==> src/rtl/pll_mdrp_pkg.sv <==
// Shared opcodes, FSM state encoding and helpers for the PLLA MDRP controller.
// States PLL_RST and LOCK_WAIT exist only when PLL_RELOCK_EN is defined.
package pll_mdrp_pkg;

  localparam logic [1:0] MDOPC_NOP   = 2'b00;
  localparam logic [1:0] MDOPC_WRITE = 2'b01;
  localparam logic [1:0] MDOPC_READ  = 2'b10;

  localparam int RD_LAT_DEF = 2;

  typedef enum logic [3:0] {
    ST_IDLE,
    ST_RD_ADDR,
    ST_RD_WAIT,
    ST_RD_CAP,
    ST_WR_ADDR,
    ST_WR_DATA,
`ifdef PLL_RELOCK_EN
    ST_PLL_RST,
    ST_LOCK_WAIT,
`endif
    ST_RESP
  } state_t;

  // Bits selected by mask come from the new data, the rest keep the old value.
  function automatic logic [7:0] merge_bits(input logic [7:0] old_val,
                                            input logic [7:0] new_val,
                                            input logic [7:0] mask);
    return (old_val & ~mask) | (new_val & mask);
  endfunction

endpackage

==> src/rtl/sync_ff.sv <==
// Multi-stage flop synchroniser for a single asynchronous level input.
// Synchronous active-low reset clears every stage.
module sync_ff #(
  parameter int STAGES = 2
) (
  input  logic clk,
  input  logic rst_n,
  input  logic d,
  output logic q
);

  logic [STAGES-1:0] chain;

  always_ff @(posedge clk) begin
    if (!rst_n) chain <= '0;
    else        chain <= {chain[STAGES-2:0], d};
  end

  assign q = chain[STAGES-1];

endmodule

==> src/rtl/pll_mdrp_ctrl.sv <==
// MDRP initiator for the PLLA: single read, write and masked read-modify-write.
// Define PLL_RELOCK_EN to pulse pll_reset after every write and wait for relock.
module pll_mdrp_ctrl
  import pll_mdrp_pkg::*;
#(
  parameter int RD_LAT = RD_LAT_DEF,
  parameter int CNT_W  = 16
`ifdef PLL_RELOCK_EN
  ,
  parameter int RST_CYCLES   = 16,
  parameter int LOCK_TIMEOUT = 65535
`endif
) (
  input  logic       clk,
  input  logic       rst_n,
  input  logic       cmd_valid,
  output logic       cmd_ready,
  input  logic       cmd_write,
  input  logic [7:0] cmd_addr,
  input  logic [7:0] cmd_wdata,
  input  logic [7:0] cmd_mask,
  output logic       rsp_valid,
  output logic [7:0] rsp_rdata,
  output logic       rsp_err,
  output logic       busy,
  output logic [1:0] mdopc,
  output logic       mdainc,
  output logic [7:0] mdwdi,
  input  logic [7:0] mdrdo,
  output logic       pll_reset,
  input  logic       pll_lock
);

  state_t           state;
  logic [CNT_W-1:0] cnt;
  logic [7:0]       addr_q;
  logic [7:0]       data_q;
  logic [7:0]       mask_q;
  logic [7:0]       old_q;
  logic             write_q;

`ifdef PLL_RELOCK_EN
  logic lock_s;
  logic pll_reset_q;

  sync_ff #(.STAGES(2)) u_lock_sync (
    .clk   (clk),
    .rst_n (rst_n),
    .d     (pll_lock),
    .q     (lock_s)
  );

  assign pll_reset = pll_reset_q;
`else
  logic unused_lock;
  assign unused_lock = pll_lock;
  assign pll_reset   = 1'b0;
`endif

  assign cmd_ready = (state == ST_IDLE);
  assign busy      = (state != ST_IDLE);
  assign mdainc    = 1'b0;

  always_ff @(posedge clk) begin
    if (!rst_n) begin
      state     <= ST_IDLE;
      cnt       <= '0;
      addr_q    <= '0;
      data_q    <= '0;
      mask_q    <= '0;
      old_q     <= '0;
      write_q   <= 1'b0;
      mdopc     <= MDOPC_NOP;
      mdwdi     <= '0;
      rsp_valid <= 1'b0;
      rsp_rdata <= '0;
      rsp_err   <= 1'b0;
`ifdef PLL_RELOCK_EN
      pll_reset_q <= 1'b0;
`endif
    end else begin
      // NOTE: non-blocking defaults here make every MDRP opcode and response a
      // single-cycle pulse unless a state below re-asserts it.
      mdopc     <= MDOPC_NOP;
      mdwdi     <= '0;
      rsp_valid <= 1'b0;

      unique case (state)
        ST_IDLE: begin
          if (cmd_valid) begin
            addr_q  <= cmd_addr;
            data_q  <= cmd_wdata;
            mask_q  <= cmd_mask;
            write_q <= cmd_write;
            old_q   <= '0;
            mdwdi   <= cmd_addr;
            if (!cmd_write || cmd_mask != 8'hFF) begin
              state <= ST_RD_ADDR;
              mdopc <= MDOPC_READ;
            end else begin
              state <= ST_WR_ADDR;
              mdopc <= MDOPC_WRITE;
            end
          end
        end

        ST_RD_ADDR: begin
          cnt   <= '0;
          state <= (RD_LAT == 1) ? ST_RD_CAP : ST_RD_WAIT;
        end

        // Stays RD_LAT-1 cycles so that RD_CAP lines up with valid mdrdo.
        ST_RD_WAIT: begin
          if (cnt == CNT_W'(RD_LAT - 2)) state <= ST_RD_CAP;
          else                           cnt   <= cnt + 1'b1;
        end

        ST_RD_CAP: begin
          if (write_q) begin
            old_q  <= mdrdo;
            data_q <= merge_bits(mdrdo, data_q, mask_q);
            mdopc  <= MDOPC_WRITE;
            mdwdi  <= addr_q;
            state  <= ST_WR_ADDR;
          end else begin
            rsp_valid <= 1'b1;
            rsp_rdata <= mdrdo;
            rsp_err   <= 1'b0;
            state     <= ST_RESP;
          end
        end

        ST_WR_ADDR: begin
          mdwdi <= data_q;
          state <= ST_WR_DATA;
        end

        ST_WR_DATA: begin
`ifdef PLL_RELOCK_EN
          pll_reset_q <= 1'b1;
          cnt         <= '0;
          state       <= ST_PLL_RST;
`else
          rsp_valid <= 1'b1;
          rsp_rdata <= old_q;
          rsp_err   <= 1'b0;
          state     <= ST_RESP;
`endif
        end

`ifdef PLL_RELOCK_EN
        ST_PLL_RST: begin
          if (cnt == CNT_W'(RST_CYCLES - 1)) begin
            pll_reset_q <= 1'b0;
            cnt         <= '0;
            state       <= ST_LOCK_WAIT;
          end else begin
            cnt <= cnt + 1'b1;
          end
        end

        ST_LOCK_WAIT: begin
          if (lock_s || cnt == CNT_W'(LOCK_TIMEOUT - 1)) begin
            rsp_valid <= 1'b1;
            rsp_rdata <= old_q;
            rsp_err   <= !lock_s;
            state     <= ST_RESP;
          end else begin
            cnt <= cnt + 1'b1;
          end
        end
`endif

        ST_RESP: state <= ST_IDLE;

        default: state <= ST_IDLE;
      endcase
    end
  end

endmodule

==> config.mk <==
export PLATFORM = sky130hd
export DESIGN_NAME = pll_mdrp_ctrl
export DESIGN_NICKNAME = d
export VERILOG_FILES = /design/src/rtl/pll_mdrp_pkg.sv /design/src/rtl/sync_ff.sv /design/src/rtl/pll_mdrp_ctrl.sv
export SDC_FILE = /design/constraint.sdc
export NUM_CORES = 1
export LEC_CHECK = 0
export ABC_AREA = 0
export CAP_MARGIN = 40
export CORE_MARGIN = 2
export CORE_UTILIZATION = 55
export DETAILED_ROUTE_END_ITERATION = 6
export PLACE_DENSITY = 0.88
export SYNTH_ARGS = -nofsm -noshare
export SYNTH_HDL_FRONTEND = slang
export SYNTH_SLANG_ARGS = --single-unit
==> constraint.sdc <==
create_clock -name clk -period 3 [get_ports clk]
set_input_delay 0.45 -clock clk [delete_from_list [all_inputs] [get_ports clk]]
set_output_delay 0.45 -clock clk [all_outputs]
set_load 0.02 [all_outputs]
After elaboration in Yosys (flattened, before gate mapping)
Cells that the tools add are included.

Input port bits: 37. Bits in registers: 73. Output and inout bits: 24. Word-level logic and storage cells: 67.

Add/subtract/negate cells: 1. Bitwise gates (word level): 4. Eq/ne operators: 11. Reduce and logical (&&, ||, !) cells: 13. Multiplexer cells: 26.

Operators with widths (count): 8-bit 2-to-1 mux (7); 8-bit one-hot mux with 2 select lines (3); 16-bit one-hot mux with 2 select lines (1); 4-bit one-hot mux with 6 select lines (1); 8-bit one-hot mux with 3 select lines (1); 16-bit by 1-bit adder with 16-bit output (second input constant) (1); 8-bit AND (2); 16-bit logical NOT (1); 16-bit 2-to-1 mux (1); 2-bit != test (second input constant) (5); 4-bit by 2-bit equality test with 1-bit output (second input constant) (2); 4-bit by 3-bit equality test with 1-bit output (second input constant) (2); 4-bit 2-to-1 mux (2); 8-bit != test (second input constant) (1); 8-bit inverter (1); 8-bit OR (1); 2-bit AND reduction (4); 2-bit 2-to-1 mux (3); 2-bit nonzero test (3); 4-bit by 1-bit equality test with 1-bit output (second input constant) (1); 4-bit logical NOT (1); 1-bit one-hot mux with 2 select lines (2); 2-bit one-hot mux with 2 select lines (1); 4-bit nonzero test (1); other kinds (5) (7).

Longest topological paths before layout
Word-level depth: 5. Gate-level depth with buffers: 8. Depth with buffers taken out: 7.

Worst setup path before layout
No wires, ideal clock.

Path kind: reg-to-reg. Start point: register state[2]. End point: register mdwdi[6]. Library setup time: 0.072 ns. Buffers on the path: 3. Cell stages (with the launch flop): 8. Data required time: 2.928 ns. Arrival: 1.564 ns. Period minus slack after synthesis: 1.636 ns. Setup slack: 1.364 ns. Cells stage by stage: dfxtp_1 buf_2 nor3_2 and2_1 buf_2 buf_4 nand2_1 a21oi_1.

Cells in the longest elaborated chain, start to end: 2. Elaborated cells on any way between the ends: 4. Those cells by class: 2 x eq/ne; 1 x mux; 1 x reduce/logical.

Ends and longest elaborated chain: from (decl) (line pll_mdrp_ctrl.sv:34) `state_t state;`; from (signal assigned) (line pll_mdrp_ctrl.sv:109) `state <= (RD_LAT == 1) ? ST_RD_CAP : ST_RD_WAIT;`; 4-bit logical NOT; via cmd_ready (line pll_mdrp_ctrl.sv:17) `output logic cmd_ready,`; 8-bit one-hot mux with 3 select lines (line pll_mdrp_ctrl.sv:88) `unique case (state)`; to (signal assigned) (line pll_mdrp_ctrl.sv:96) `mdwdi <= cmd_addr;`; to (signal assigned) (line pll_mdrp_ctrl.sv:123) `mdwdi <= addr_q;`; to (signal assigned) (line pll_mdrp_ctrl.sv:134) `mdwdi <= data_q;`; to (decl) (line pll_mdrp_ctrl.sv:28) `output logic [7:0] mdwdi,`.

The timed path passes the listed nets, and every way through them passes these cells. A chain may end at the register's enable or synchronous reset.

Worst setup path after layout
Start point: register state[2]. End point: output port cmd_ready.

Cells in the longest elaborated chain, start to end: 1.

Ends and longest elaborated chain: 4-bit logical NOT (line pll_mdrp_ctrl.sv:60) `assign cmd_ready = (state == ST_IDLE);`; to (decl) (line pll_mdrp_ctrl.sv:17).

Every way passes these cells.

==> results <==
- The flow ran to the end, and the final reports show no timing, DRC or antenna violations.
- The area of placed instances is 3720 um^2.
- Counting every instance in the synthesized netlist gives 379.
- The headroom to the max-slew limit is 55.5%.
- The share of post-route cells with drive strength above 1 is 8.10%.
- The overall routing resource usage is 25.8%.
- The share of flip-flops with an asynchronous set or reset after synthesis is 0%.
- The violation count after the first detailed-routing iteration is 177.
- The wire length per cell is 16.0 um.
- In the final design database the tool counted 466 nets.
- The tool flagged a number of max-cap violations equal to 0.
- The count of cell types in the netlist is 52.
- In the routed layout, each cell is associated on average with a via count of 6.00.
- STA classifies the critical path endpoint as an output port.
- For the pin with the worst max-slew slack, the measured transition is 663 ps.
- Buffers added to address setup during post-CTS repair amount to 0.
- The number of antenna violations at the first check in global routing is 0.
- For this run, the number of Yosys warnings is 0.
- The critical path's largest stage delay is 690 ps.
- The die footprint is 6390 um^2.
- At the end of routability-driven placement, the weighted congestion stood at 0.868.
- For met3 alone, demand over resource in global routing was 5.20%.
- The count of vias placed by the detailed router is 3,026.
- The final hold violation count is 0.
- The placed wire-length estimate is 5490 um.
- The final total negative setup slack is 0 ps.
- The core region is 5540 um^2.
- The top cell type by area accounts for 44.8% of the synthesized area.
- The cell depth of the worst hold path is 2.
- At the later pin of the worst-skew pair, clock insertion delay measures 350 ps.
- At the worst endpoint, the arrival time is 1820 ps.
- The worst hold path class is register to register.
- The TritonCTS buffer count is 9.
- The mean cell area of the mapped netlist is 8.37 um^2.
- The power density over the cells is 575 nW/um^2.
- For the worst flop-to-flop path, the logic depth is 4.
- After layout, the worst path uses 75.7% of the clock period.
- The peak-usage layer in the global routing report is met2.
- The met2 routing resource usage after global routing is 41.5%.
- The data required time at the worst endpoint is 2550 ps.
- Setup repair after global routing left no endpoint under its margin.
- Traced cell by cell, the critical path runs through nor3_2 -> clkdlybuf4s50_1.
- In this run the vertical extent of the chip is 80.0 um.
- For this design, the CTS-stage hold fixing added 0 buffers.
- The final-report max-slew violation count is 0.
- The most common library cell in the layout ignoring fill and taps is dfxtp_1.
- For this run, global-route usage on met1 was measured as 31.8%.
- For this design the static power due to leakage is 1.54 nW.
- The total design power is 2.28 mW.
- Summing the sequential cell areas from Yosys gives 44.8% of the chip area.
- The number of levels the H-tree was split into is 3.
- The die width is 80.0 um.
- The via count of the first global-routing pass was 2,707.
- dfxtp_1 takes more of the synthesized area than any other cell.
- After floorplanning, the core was divided into 27 placement rows.
- After clock tree synthesis, the clock-pin slew on the worst setup and hold paths is 70 ps.
- The boundary pin count is 61.
- The count of antenna-violating nets left after detailed routing is 0.
- The worst setup path is launched from a register.
- The clock passes through at most 2 buffers.
- The highest fanout seen on the critical path is 14.
- The cell with the largest stage delay on the worst path is clkdlybuf4s50_1.
- For this run, the detailed router's first-pass iteration total came to 5.
- The TritonCTS clock tree is done.
- The critical path in this run is classified as register to output port.
- The post-synthesis register bit count is 71.
- The growth of design area from synthesis to finish is 24.7%.
- In the layout the commonest cells are dfxtp_1, nand2_1, clkdlybuf4s50_1, a21oi_1, nor2_1.
- The first global-routing pass estimated 12,800 um of wire.
- The setup violation total in the final timing report is 0.
- The number of synthesized flops with an enable pin is 0.
- After filler insertion, the fill cell instance count of the layout stands at 435.
- The DRC violation count after routing is 0.
- The count of cells in the finished layout, fillers not included, comes to 504.
- The number of antenna diodes in the final layout is 0.
- The mapped cell area is 3170 um^2.
- Once the floorplan was initialized, standard cells occupied 57.3% of the core.
- The total of cells resized after clock tree synthesis is 0.
- The achievable frequency is 440 MHz.
- The largest net degree at the start of global routing is 21.
- The count of buffers inserted at the top-level ports is 56.
- The count of clock tree sinks is 71.
- The total congestion overflow is 0.
- The worst ir drop on vdd is 0.422 mV.
- The most used flip-flop cell after synthesis is dfxtp_1.
- The tree is rooted in a clkbuf_8.
- Ranked by total cell area, the synthesized netlist is headed by dfxtp_1, a21oi_1, nand2_1.
- Once placement completed, the tool counted placed cells totaling 488.
- The post-route cell area is 3960 um^2.
- Between clock sinks in the finished design, the worst skew comes to 7.24 ps.
- The total wire length after detailed routing is 8060 um.
- The worst-case hold slack is 452 ps.
- The time the final worst path needs with I/O delays and setup is 2270 ps.
## kinds of logic (layout without fill, tap and decap cells)
logic type                 Yosys count  after routing  synth area share (%)
AOI/OAI and AO/OA                  106            106                  20.8
and+or+nand+nor                    153            153                  23.7
buffers and inverters               33             84                  5.88
DFF                                 71             71                  44.8
xor gates and xnor gates             5              5                  1.38
muxes                                8              8                  2.52
adders and majority gates            2              2                 0.789
other                                1              3                 0.118
## worst paths after layout
check	from	endpoint	slack (ps)
min reg2reg	old_q[2]	old_q[2]	450
max	state[2]	cmd_ready	730
max reg2reg	state[2]	rsp_rdata[2]	980
min	old_q[2]	old_q[2]	450
## cell type report
type | count | area, um^2 | share of cell area (%)
multi-input cells | 277 | 1570 | 39.7
inverters | 5 | 18.8 | 0.474
flip-flops and latches | 71 | 1420 | 35.9
well taps | 72 | 90.1 | 2.28
clock inverters | 4 | 76.3 | 1.93
repair buffers | 63 | 613 | 15.5
clock buffers | 12 | 165 | 4.17
## Yosys cell counts (2+ instances only)
library cell	number
a211oi_1	8
nand4_1	3
nor3_1	13
clkbuf_1	8
a22oi_1	9
o211a_1	7
buf_4	5
nor4_1	2
buf_6	4
nand3_1	18
a31oi_1	7
o31ai_1	2
inv_1	4
o21ai_0	16
or3_1	4
nor3_2	2
mux2i_1	8
nand2_1	58
dfxtp_1	71
buf_2	11
and2_1	5
ha_1	2
a21oi_1	48
xnor2_1	2
and3_1	5
xor2_1	3
a21o_1	2
nor2_1	28
## critical path, delay by kind of cell, from the launching register on
| family | cells | cell delay, ps |
|---|---|---|
| buffers and inverters | 1 | 690 |
| flip-flops | 1 | 450 |
| AND/OR/NAND/NOR | 1 | 330 |
## metrics by stage
stage          setup slack [ps]  util, %
6_report                    729     71.4
5_1_grt                     672     71.4
4_1_cts                     743     71.4
3_5_place_dp                898     67.1
3_3_place_gp                911     67.1
2_1_floorplan              1360        -
## report_power, final
part | total (mW) | switching (mW) | internal, mW
clock | 0.899 | 0.361 | 0.538
sequential | 1.04 | 0.0444 | 0.994
combinational | 0.339 | 0.196 | 0.143
## routing by layer
| metal | wire [um] | vias to the layer above |
|---|---|---|
| met1 | 3330 | 1391 |
| met3 | 674 | 28 |
| li1 | - | 1443 |
| met5 | 0 | - |
| met4 | 280 | 0 |
| met2 | 3780 | 164 |
Power figures use the tool's default switching activity.
